===== src/rtl/frame_config_sequencer_pkg.sv =====
// Shared types and header layout for the frame configuration sequencer.
// A header word carries magic, target column, start frame and frame count.
package frame_cfg_pkg;

    typedef enum logic [2:0] {IDLE, SKIP, LOAD, STROBE, HOLD} state_e;

    localparam logic [3:0]  HDR_MAGIC     = 4'hA;
    localparam int unsigned HDR_MAGIC_LSB = 28;
    localparam int unsigned HDR_MAGIC_W   = 4;
    localparam int unsigned HDR_COL_LSB   = 20;
    localparam int unsigned HDR_COL_W     = 8;
    localparam int unsigned HDR_START_LSB = 12;
    localparam int unsigned HDR_START_W   = 8;
    localparam int unsigned HDR_COUNT_LSB = 0;
    localparam int unsigned HDR_COUNT_W   = 12;

    typedef struct packed {
        logic [HDR_MAGIC_W-1:0] magic;
        logic [HDR_COL_W-1:0]   column;
        logic [HDR_START_W-1:0] start;
        logic [HDR_COUNT_W-1:0] count;
    } hdr_t;

    function automatic hdr_t parse_header(input logic [31:0] w);
        hdr_t h;
        h.magic  = w[HDR_MAGIC_LSB +: HDR_MAGIC_W];
        h.column = w[HDR_COL_LSB +: HDR_COL_W];
        h.start  = w[HDR_START_LSB +: HDR_START_W];
        h.count  = w[HDR_COUNT_LSB +: HDR_COUNT_W];
        return h;
    endfunction

endpackage


===== src/rtl/frame_config_sequencer_if.sv =====
// Valid/ready configuration word stream feeding the sequencer.
interface frame_config_sequencer_if #(
    parameter int unsigned DataWidth = 32
);
    logic [DataWidth-1:0] s_data;
    logic                 s_valid;
    logic                 s_ready;

    modport master (output s_data, output s_valid, input s_ready);
    modport slave  (input s_data, input s_valid, output s_ready);
endinterface


===== src/rtl/frame_config_sequencer_strobe_decoder.sv =====
// Frame index to one-hot strobe decoder, all-zero when disabled or out of range.
module frame_strobe_decoder #(
    parameter int unsigned NumLines = 20,
    parameter int unsigned IdxWidth = 8
) (
    input  logic [IdxWidth-1:0] idx_i,
    input  logic                en_i,
    output logic [NumLines-1:0] onehot_o
);

    always_comb begin
        onehot_o = '0;
        for (int unsigned i = 0; i < NumLines; i++) begin
            onehot_o[i] = en_i && (idx_i == IdxWidth'(i));
        end
    end

endmodule


===== src/rtl/frame_config_sequencer.sv =====
// Parses column headers and writes the following data words into frame latches,
// holding each one-hot strobe for StrobeCycles cycles plus one hold cycle.
module frame_config_sequencer
    import frame_cfg_pkg::*;
#(
    parameter int unsigned MaxFramesPerCol = 20,
    parameter int unsigned FrameBitsPerRow = 32,
    parameter int unsigned StrobeCycles    = 2,
    parameter logic [7:0]  ColumnId        = 8'd0
) (
    input  logic                       CLK,
    input  logic                       resetn,
    frame_config_sequencer_if.slave    cfg,
    input  logic                       err_clr,
    output logic [FrameBitsPerRow-1:0] FrameData,
    output logic [MaxFramesPerCol-1:0] FrameStrobe,
    output logic                       busy,
    output logic                       done,
    output logic                       err
);

    localparam int unsigned CntW = (StrobeCycles > 1) ? $clog2(StrobeCycles) : 1;
    localparam logic [CntW-1:0] CntLast = CntW'(StrobeCycles - 1);

    state_e                     state_q;
    logic [7:0]                 idx_q;
    logic [11:0]                remaining_q;
    logic [CntW-1:0]            cnt_q;
    logic [FrameBitsPerRow-1:0] data_q;
    logic [MaxFramesPerCol-1:0] strobe_q;
    logic                       ready_q;
    logic                       busy_q;
    logic                       done_q;
    logic                       err_q;

    logic                       accept;
    hdr_t                       hdr;
    logic [12:0]                hdr_end;
    logic                       hdr_bad_magic;
    logic                       hdr_col_match;
    logic                       hdr_range_bad;
    logic                       err_set;
    logic [MaxFramesPerCol-1:0] strobe_d;

    // start+count is formed in 13 bits so an oversized count cannot wrap past the check
    always_comb begin
        accept        = cfg.s_valid && ready_q;
        hdr           = parse_header(cfg.s_data[31:0]);
        hdr_end       = {5'd0, hdr.start} + {1'b0, hdr.count};
        hdr_bad_magic = (hdr.magic != HDR_MAGIC);
        hdr_col_match = (hdr.column == ColumnId);
        hdr_range_bad = (hdr_end > 13'(MaxFramesPerCol));
        err_set       = accept && (state_q == IDLE)
                        && (hdr_bad_magic || (hdr_col_match && hdr_range_bad));
    end

    frame_strobe_decoder #(
        .NumLines (MaxFramesPerCol),
        .IdxWidth (8)
    ) u_strobe_dec (
        .idx_i    (idx_q),
        .en_i     (state_q == LOAD),
        .onehot_o (strobe_d)
    );

    always_ff @(posedge CLK) begin
        if (!resetn) begin
            state_q     <= IDLE;
            idx_q       <= '0;
            remaining_q <= '0;
            cnt_q       <= '0;
            data_q      <= '0;
            strobe_q    <= '0;
            ready_q     <= 1'b0;
            busy_q      <= 1'b0;
            done_q      <= 1'b0;
            err_q       <= 1'b0;
        end else begin
            done_q <= 1'b0;
            err_q  <= err_set | (err_q & ~err_clr);
            unique case (state_q)
                IDLE: begin
                    ready_q <= 1'b1;
                    if (accept && !hdr_bad_magic) begin
                        if (!hdr_col_match || hdr_range_bad) begin
                            // Foreign or rejected group: swallow its data words
                            remaining_q <= hdr.count;
                            if (hdr.count != '0) begin
                                state_q <= SKIP;
                                busy_q  <= 1'b1;
                            end
                        end else if (hdr.count == '0) begin
                            done_q <= 1'b1;
                        end else begin
                            idx_q       <= hdr.start;
                            remaining_q <= hdr.count;
                            state_q     <= LOAD;
                            busy_q      <= 1'b1;
                        end
                    end
                end
                SKIP: begin
                    if (accept) begin
                        remaining_q <= remaining_q - 12'd1;
                        if (remaining_q == 12'd1) begin
                            state_q <= IDLE;
                            busy_q  <= 1'b0;
                        end
                    end
                end
                LOAD: begin
                    if (accept) begin
                        data_q   <= cfg.s_data;
                        strobe_q <= strobe_d;
                        cnt_q    <= '0;
                        ready_q  <= 1'b0;
                        state_q  <= STROBE;
                    end
                end
                STROBE: begin
                    if (cnt_q == CntLast) begin
                        strobe_q <= '0;
                        state_q  <= HOLD;
                    end else begin
                        cnt_q <= cnt_q + 1'b1;
                    end
                end
                HOLD: begin
                    idx_q       <= idx_q + 8'd1;
                    remaining_q <= remaining_q - 12'd1;
                    ready_q     <= 1'b1;
                    if (remaining_q == 12'd1) begin
                        done_q  <= 1'b1;
                        busy_q  <= 1'b0;
                        state_q <= IDLE;
                    end else begin
                        state_q <= LOAD;
                    end
                end
                default: state_q <= IDLE;
            endcase
        end
    end

    assign cfg.s_ready  = ready_q;
    assign FrameData    = data_q;
    assign FrameStrobe  = strobe_q;
    assign busy         = busy_q;
    assign done         = done_q;
    assign err          = err_q;

endmodule


===== src/flat_wrapper.sv =====
// flat-port wrapper written by rule: the top's interface ports become plain ports
module frame_config_sequencer_flat import frame_cfg_pkg::*;
#(
    parameter int unsigned MaxFramesPerCol = 20,
    parameter int unsigned FrameBitsPerRow = 32,
    parameter int unsigned StrobeCycles    = 2,
    parameter logic [7:0]  ColumnId        = 8'd0
)
  (CLK, resetn, err_clr, FrameData, FrameStrobe, busy, done, err, cfg_s_data, cfg_s_valid, cfg_s_ready);
  frame_config_sequencer_if #(.DataWidth((32))) cfg_i ();
  input  logic CLK;
  input  logic resetn;
  input  logic err_clr;
  output logic [FrameBitsPerRow-1:0] FrameData;
  output logic [MaxFramesPerCol-1:0] FrameStrobe;
  output logic busy;
  output logic done;
  output logic err;
  input wire logic [$bits(cfg_i.s_data)-1:0] cfg_s_data;
  input wire logic [$bits(cfg_i.s_valid)-1:0] cfg_s_valid;
  output wire logic [$bits(cfg_i.s_ready)-1:0] cfg_s_ready;
  assign cfg_i.s_data = cfg_s_data;
  assign cfg_i.s_valid = cfg_s_valid;
  assign cfg_s_ready = cfg_i.s_ready;
  frame_config_sequencer #(.MaxFramesPerCol(MaxFramesPerCol), .FrameBitsPerRow(FrameBitsPerRow), .StrobeCycles(StrobeCycles), .ColumnId(ColumnId)) u_core (.CLK(CLK), .resetn(resetn), .cfg(cfg_i), .err_clr(err_clr), .FrameData(FrameData), .FrameStrobe(FrameStrobe), .busy(busy), .done(done), .err(err));
endmodule

===== config.mk =====
export PLATFORM = sky130hd
export DESIGN_NAME = frame_config_sequencer_flat
export DESIGN_NICKNAME = d
export VERILOG_FILES = /design/src/rtl/frame_config_sequencer_pkg.sv /design/src/rtl/frame_config_sequencer_if.sv /design/src/rtl/frame_config_sequencer_strobe_decoder.sv /design/src/rtl/frame_config_sequencer.sv /design/src/flat_wrapper.sv
export SDC_FILE = /design/constraint.sdc
export NUM_CORES = 1
export LEC_CHECK = 0
export ABC_AREA = 1
export CORE_ASPECT_RATIO = 1.4
export CORE_UTILIZATION = 55
export CTS_BUF_LIST = sky130_fd_sc_hd__clkbuf_16
export CTS_CLUSTER_DIAMETER = 40
export CTS_CLUSTER_SIZE = 8
export DETAILED_ROUTE_END_ITERATION = 10
export PLACE_DENSITY = 0.85
export SETUP_SLACK_MARGIN = 0.02
export SYNTH_ARGS = -nofsm -noshare
export SYNTH_HDL_FRONTEND = slang
export SYNTH_SLANG_ARGS = --single-unit
export TNS_END_PERCENT = 10

===== constraint.sdc =====
create_clock -name CLK -period 4.9 [get_ports CLK]
set_clock_uncertainty 0.2 [all_clocks]
set_input_delay 0.98 -clock CLK [delete_from_list [all_inputs] [get_ports CLK]]
set_output_delay 0.98 -clock CLK [all_outputs]
set_load 0.05 [all_outputs]

==> results of run 1 <==
==> worst min-delay path by stage <==
stage                  from            to  slack (ns)  depth (start not counted)
2_1_floorplan  u_core.cnt_q  u_core.cnt_q        0.25                          2
3_3_place_gp     u_core.err    u_core.err        0.25                          2
3_5_place_dp    u_core.busy   u_core.busy        0.25                          2
4_1_cts         u_core.busy   u_core.busy        0.26                          2
5_1_grt         u_core.busy   u_core.busy        0.27                          2
6_report        u_core.busy   u_core.busy        0.27                          2
==> kinds of logic (layout without fill, tap and decap cells) <==
logic type      count (synthesis)  after routing  share of synthesized area
fa+ha+maj                      15             15                     0.0452
compound gates                120            120                      0.157
mux                             2              2                    0.00463
simple gates                  319            319                      0.322
flops                          80             80                      0.371
buf+inv                        95            180                     0.0886
xor+xnor                        6              6                     0.0122
==> cell usage after synthesis (2+ instances only) <==
library cell  number
o21ai_1            6
nand2_1          104
nor2_4             3
ha_1              14
a21oi_2            3
a21oi_1           37
mux2i_1            2
nand4_1            8
nor2_1           133
inv_1             62
inv_2              9
buf_4              2
nor4_1             3
buf_6              2
a22oi_1            8
a32oi_1            6
dfxtp_1           80
buf_1              3
nand2_2            8
nand3_1           36
o21ai_0           53
buf_2              3
o31ai_1            4
nor3_1             8
nor2_2             7
nand3_2            3
clkbuf_1          13
xor2_1             5
==> layout by cell type (no fill, tap or decap), types with 9 or more instances in the layout <==
cell type        Yosys  layout
a21oi_1             37      37
clkbuf_16            0       9
clkdlybuf4s50_1      0      91
dfxtp_1             80      80
ha_1                14      14
inv_1               62      62
inv_2                9       9
nand2_1            104     104
nand3_1             36      36
nor2_1             133     133
o21ai_0             53      53
==> where the power goes <==
group | switching, W | total, W | internal, W
clock | 0.000279 | 0.000725 | 0.000446
sequential | 0.0000239 | 0.000700 | 0.000676
combinational | 0.000258 | 0.000395 | 0.000137
==> per-layer routing <==
metal	wire (µm)	GRT usage
met5	0	0
met4	568	0.172
met3	672	0.0562
met2	5730	0.514
met1	4720	0.336
==> area by class of cell <==
class                           instances  area [µm²]
Tap cell                               97         121
Inverter                               72         270
Fill cell                             600        1930
Multi-Input combinational cell        462        2340
Sequential cell                        80        1600
Clock inverter                          6        92.6
Timing Repair Buffer                   93         926
Clock buffer                            9         225
==> worst min-delay path, stage by stage (launching register included) <==
cell     delay, ns
dfxtp_1       0.31
nand2_1       0.06
a21oi_1       0.05
==> per-stage QoR <==
step                      std cells  worst slack (ns)  hold slack [ns]  cell area, µm²   util
after floorplan                 637              1.85            0.253            4320      -
after CTS                       819              1.32            0.263            5570  0.743
after global placement          804              1.10            0.251            5260  0.701
after detailed placement        804             0.977            0.253            5260  0.701
after global routing            819              1.12            0.272            5570  0.743
final                           819              1.30            0.265            5570  0.743
==> registers in the layout, summed over array words and instances (netlist names) <==
register,flops
u_core.FrameStrobe,20
u_core.FrameData,32
u_core.cfg.s_ready,1
u_core.remaining_q,12
u_core.busy,1
u_core.err,1
u_core.cnt_q,1
u_core.state_q,3
u_core.idx_q,8
u_core.done,1
==> flow_summary.toml, run 1 <==
[status]
outcome = "complete, no violations"

[global_route]
overflow = 0
grt_use_total = 0.296
grt_pass1_vias = 4299
antenna_found_initial = 0
grt_max_degree = 41
grt_pass1_wl_um = 19500

[cells_and_area]
final_net_count = 769
num_antenna_cells = 0
syn_to_final_growth_pct = 29.0
drive_gt1_frac = 0.0748

[cts]
cts_hold_buf = 0
root_buffer = "clkbuf_16"
post_cts_buffers = 0
clk_pin_slew_ns = 0.06
clock_latency_ns = 0.33
clockBufferDepth = 2
cts_max_level = 3
cts_buffers = 9
cts_sinks = 80
cts_resized = 0
cts_tree = "done"

[logic_synthesis]
synth_ff_type = "dfxtp_1"
synth_area_leader_cell = "dfxtp_1"
syn_nets = 688
synth_edf_count = 0
synth_cell_types = 40
async_flop_share = 0
ys_ff_latch = 80
seq_area_frac_synth = 0.371
synth_top_area_frac = 0.371
mappedNetlistArea_um2 = 4320
synthCells = 637
synthTopCellsByArea = "dfxtp_1 (37%), nor2_1 (12%), nand2_1 (9.0%), o21ai_0 (6.1%), inv_1 (5.4%)"
postSynthAreaPerCell_um2 = 6.78
ys_warn_count = 0

[critical_path]
path_max_fanout = 16
r2r_start = "u_core.state_q[0]"
startpoint_type = "primary input"
startpoint = "cfg_s_data[0]"
worst_setup_path_end_kind = "flop"
crit_arrival_ns = 3.61
worst-path-stages = 15
reg2reg_slack_ns = 2.36
r2r_cells = 9
slowest_delay_ns = 0.55
rr_endpoint = "u_core.remaining_q[4]"
crit_path_end = "u_core.idx_q[0]"
crit_buf_inv = 2
path_cells = "clkdlybuf4s50_1 > ha_1 > fa_1 > nand2_2 > nand2_2 > nand3_1 > nand3_1 > nand2_1 > inv_1 > a21oi_1 > nand4_1 > nand2_2 > nand2_1 > nand2_1 > a21oi_2"
worst_path_dominant_cell_family = "simple AND/OR/NAND/NOR gates"
crit_required_ns = 4.90
path_class = "primary input to flop"
slowest_stage = "clkdlybuf4s50_1"

[floorplan]
die_area_um2 = 8220
num_rows = 37
start_util = 0.576
die_h_um = 107
die_x_um = 76.9
core_area_um2 = 7500
io_pins = 92

[routing]
wire_per_inst_um = 14.3
drt.antenna.violating_nets = 0
drt_first_pass_iters = 5
vias = 4456
vias_per_cell = 5.44
drc = 0
totalWireLength_um = 11700
drt_iter0_drc = 282

[pwr]
leakage_nw = 2.36
cellPowerDensity_nw_per_um2 = 326
totalPowerFinal_w = 0.00182
peakVddDrop_v = 0.000225

[placed_design]
gp_congestion = 0.904
dpl.hpwl_um = 8710
port_buffers = 91

[timing]
tns_ns = 0
rsz0062_at_grt = "no"
timing.fmax_ghz = 0.277
slew_viol_final = 0
tightest_slew_ns = 1.08
period_share = 0.736
relSlewSlack = 0.276
period_minus_slack_ns = 3.60
setup_violations = 0
hold_violations = 0

[hold_path]
hold_path.class = "flop to flop"

[flow_run]
maxCapViolations = 0
No activity file was read; power rests on OpenSTA's default activity.
==> run 2, diff against run 1 <==
--- a/config.mk
+++ b/config.mk
@@ -7,12 +7,12 @@
 export LEC_CHECK = 0
 export ABC_AREA = 1
 export CORE_ASPECT_RATIO = 1.4
-export CORE_UTILIZATION = 55
+export CORE_UTILIZATION = 51
 export CTS_BUF_LIST = sky130_fd_sc_hd__clkbuf_16
 export CTS_CLUSTER_DIAMETER = 40
 export CTS_CLUSTER_SIZE = 8
 export DETAILED_ROUTE_END_ITERATION = 10
-export PLACE_DENSITY = 0.85
+export PLACE_DENSITY = 0.8
 export SETUP_SLACK_MARGIN = 0.02
 export SYNTH_ARGS = -nofsm -noshare
 export SYNTH_HDL_FRONTEND = slang
==> constraint.sdc (replaced) <==
create_clock -name CLK -period 3.5 [get_ports CLK]
set_clock_uncertainty 0.2 [all_clocks]
set_input_delay 0.7 -clock CLK [delete_from_list [all_inputs] [get_ports CLK]]
set_output_delay 0.7 -clock CLK [all_outputs]
set_load 0.05 [all_outputs]
==> run 2 against run 1 <==
Net effect:
- wire length rose by 0.53%
- die area rose by 7.7%
- register-to-register slack got worse by 1.3 ns
- flip-flop and latch count did not move
- sequential power rose by 40%
- cell area rose by 0.49%
- critical path depth rose by 2
- critical path type unchanged
- largest cell class unchanged
==> flow_summary.toml, run 2 (same netlist as run 1, synthesis figures left out) <==
[routing]
drc = 0
vias_per_cell = 5.37
drt_first_pass_iters = 5
wire_per_inst_um = 14.2
drt.antenna.violating_nets = 0
vias = 4460
drt_iter0_drc = 215
totalWireLength_um = 11800

[cells_and_area]
largest_reg_flops = 32
fin_area_um2 = 5600
fin_util = 0.683
drive_gt1_frac = 0.0810
mostFrequentLayoutCells = "nor2_1 (133), nand2_1 (104), clkdlybuf4s50_1 (91)"
layout_commonest_cell = "nor2_1"
num_antenna_cells = 0
syn_to_final_growth_pct = 29.6
stdcell_count = 830
final_net_count = 774

[timing]
relSlewSlack = 0.306
rsz0062_at_grt = "no"
timing.fmax_ghz = 0.322
setup_violations = 0
period_share = 0.888
tns_ns = 0
hold_violations = 0
setup_ws_ns = 0.393
slew_viol_final = 0
tightest_slew_ns = 1.04
period_minus_slack_ns = 3.11

[hold_path]
hold_path.class = "flop to flop"
hold_path_depth = 2
min_to = "u_core.err"
hold_path_startpoint = "u_core.err"

[status]
outcome = "complete, no violations"

[critical_path]
crit_required_ns = 3.53
path_common_cell = "nand2_2"
startpoint_type = "primary input"
slowest_stage = "clkdlybuf4s50_1"
r2r_cells = 11
reg2reg_slack_ns = 1.06
path_cells = "clkdlybuf4s50_1 > ha_1 > fa_1 > nand2_2 > nand2_2 > nand3_2 > nand2_1 > nand2_1 > nand3_1 > nor2_2 > nand2_2 > nor2_4 > nand3_4 > nand2_4 > inv_2 > nor2_1 > nor2_1"
path_max_fanout = 14
worst_setup_path_end_kind = "flop"
rr_endpoint = "u_core.FrameStrobe[2]"
slowest_delay_ns = 0.45
worst_path_dominant_cell_family = "simple AND/OR/NAND/NOR gates"
crit_buf_inv = 2
path_class = "primary input to flop"
crit_arrival_ns = 3.13
r2r_start = "u_core.state_q[2]"

[pwr]
power_switching_w = 0.000787
p_clk_frac = 0.383
p_int_w = 0.00170
cellPowerDensity_nw_per_um2 = 444
seqPwrFrac = 0.393
combPwrFrac = 0.224
switching_share = 0.316
leakage_nw = 2.38
peakVddDrop_v = 0.000272

[placed_design]
post_dp_cell_area_um2 = 5300
port_buffers = 91
gp_congestion = 0.863
pre_cts_ws_ns = 0.0539
dpl.hpwl_um = 8780
dp_cells = 814

[global_route]
grt_pass1_vias = 4295
grt_use_total = 0.276
antenna_found_initial = 0
overflow = 0
grt_max_degree = 41
grt_pass1_wl_um = 19200

[cts]
cts_tree = "done"
clock_latency_ns = 0.33
cts_resized = 0
cts_max_level = 3
cts_hold_buf = 0
clockBufferDepth = 2
root_buffer = "clkbuf_16"
post_cts_buffers = 0
cts_buffers = 9
cts_sinks = 80
clk_pin_slew_ns = 0.06

[floorplan]
num_rows = 39
die_x_um = 79.8
die_h_um = 111
die_area_um2 = 8850
start_util = 0.527
io_pins = 92
core_area_um2 = 8200

[flow_run]
maxCapViolations = 0
==> run 2: worst register-to-register path, stage by stage, from the launching register on <==
cell,delay (ns)
dfxtp_1,0.36
inv_1,0.08
nand2_1,0.08
nor2_1,0.10
inv_2,0.11
nor2_4,0.04
inv_2,0.37
nand2_2,0.26
inv_2,0.33
nor2_4,0.13
a32oi_1,0.21
nor2_1,0.06
==> run 2: worst max path at each step <==
stage | start | to | slack [ns] | cells after the start
6_report | cfg_s_data[12] | u_core.remaining_q[4] | 0.39 | 17
5_1_grt | cfg_s_data[12] | u_core.remaining_q[4] | 0.17 | 17
4_1_cts | cfg_s_data[12] | u_core.remaining_q[4] | 0.40 | 17
3_5_place_dp | cfg_s_data[12] | u_core.remaining_q[5] | 0.05 | 17
3_3_place_gp | cfg_s_data[12] | u_core.remaining_q[6] | 0.14 | 17
2_1_floorplan | cfg_s_data[0] | u_core.remaining_q[1] | 0.73 | 16
==> run 2: area by class of cell <==
class,instances,area (µm²)
clock buffer,9,225
clock inverter,7,76.3
fill,710,2600
inverter,72,270
multi-input combinational,462,2340
sequential,80,1600
tap,102,128
timing repair buffer,98,963
==> run 2: routing by layer <==
metal / part of all wire / wire [µm] / up-vias / global-route usage
met2: 0.52 / 6060 / 139 / 0.479
li1: - / - / 2240 / -
met4: 0.047 / 554 / 0 / 0.149
met5: 0 / 0 / - / 0
met3: 0.039 / 460 / 46 / 0.0535
met1: 0.40 / 4670 / 2035 / 0.311
==> run 2: metrics by stage <==
step	total power [W]	hold slack (ns)
finish	0.00249	0.265
global route	0.00261	0.298
CTS	0.00250	0.269
detailed placement	0.00154	0.259
global placement	0.00153	0.257
floorplan	0.00139	0.253
==> run 2: power by group through the flow <==
stage | combinational (W) | sequential (W) | clock, W
floorplan | 0.000388 | 0.00101 | 0
global placement | 0.000532 | 0.000997 | 0
detailed placement | 0.000546 | 0.000999 | 0
CTS | 0.000550 | 0.000978 | 0.000968
global route | 0.000623 | 0.000982 | 0.00100
finish | 0.000556 | 0.000979 | 0.000953
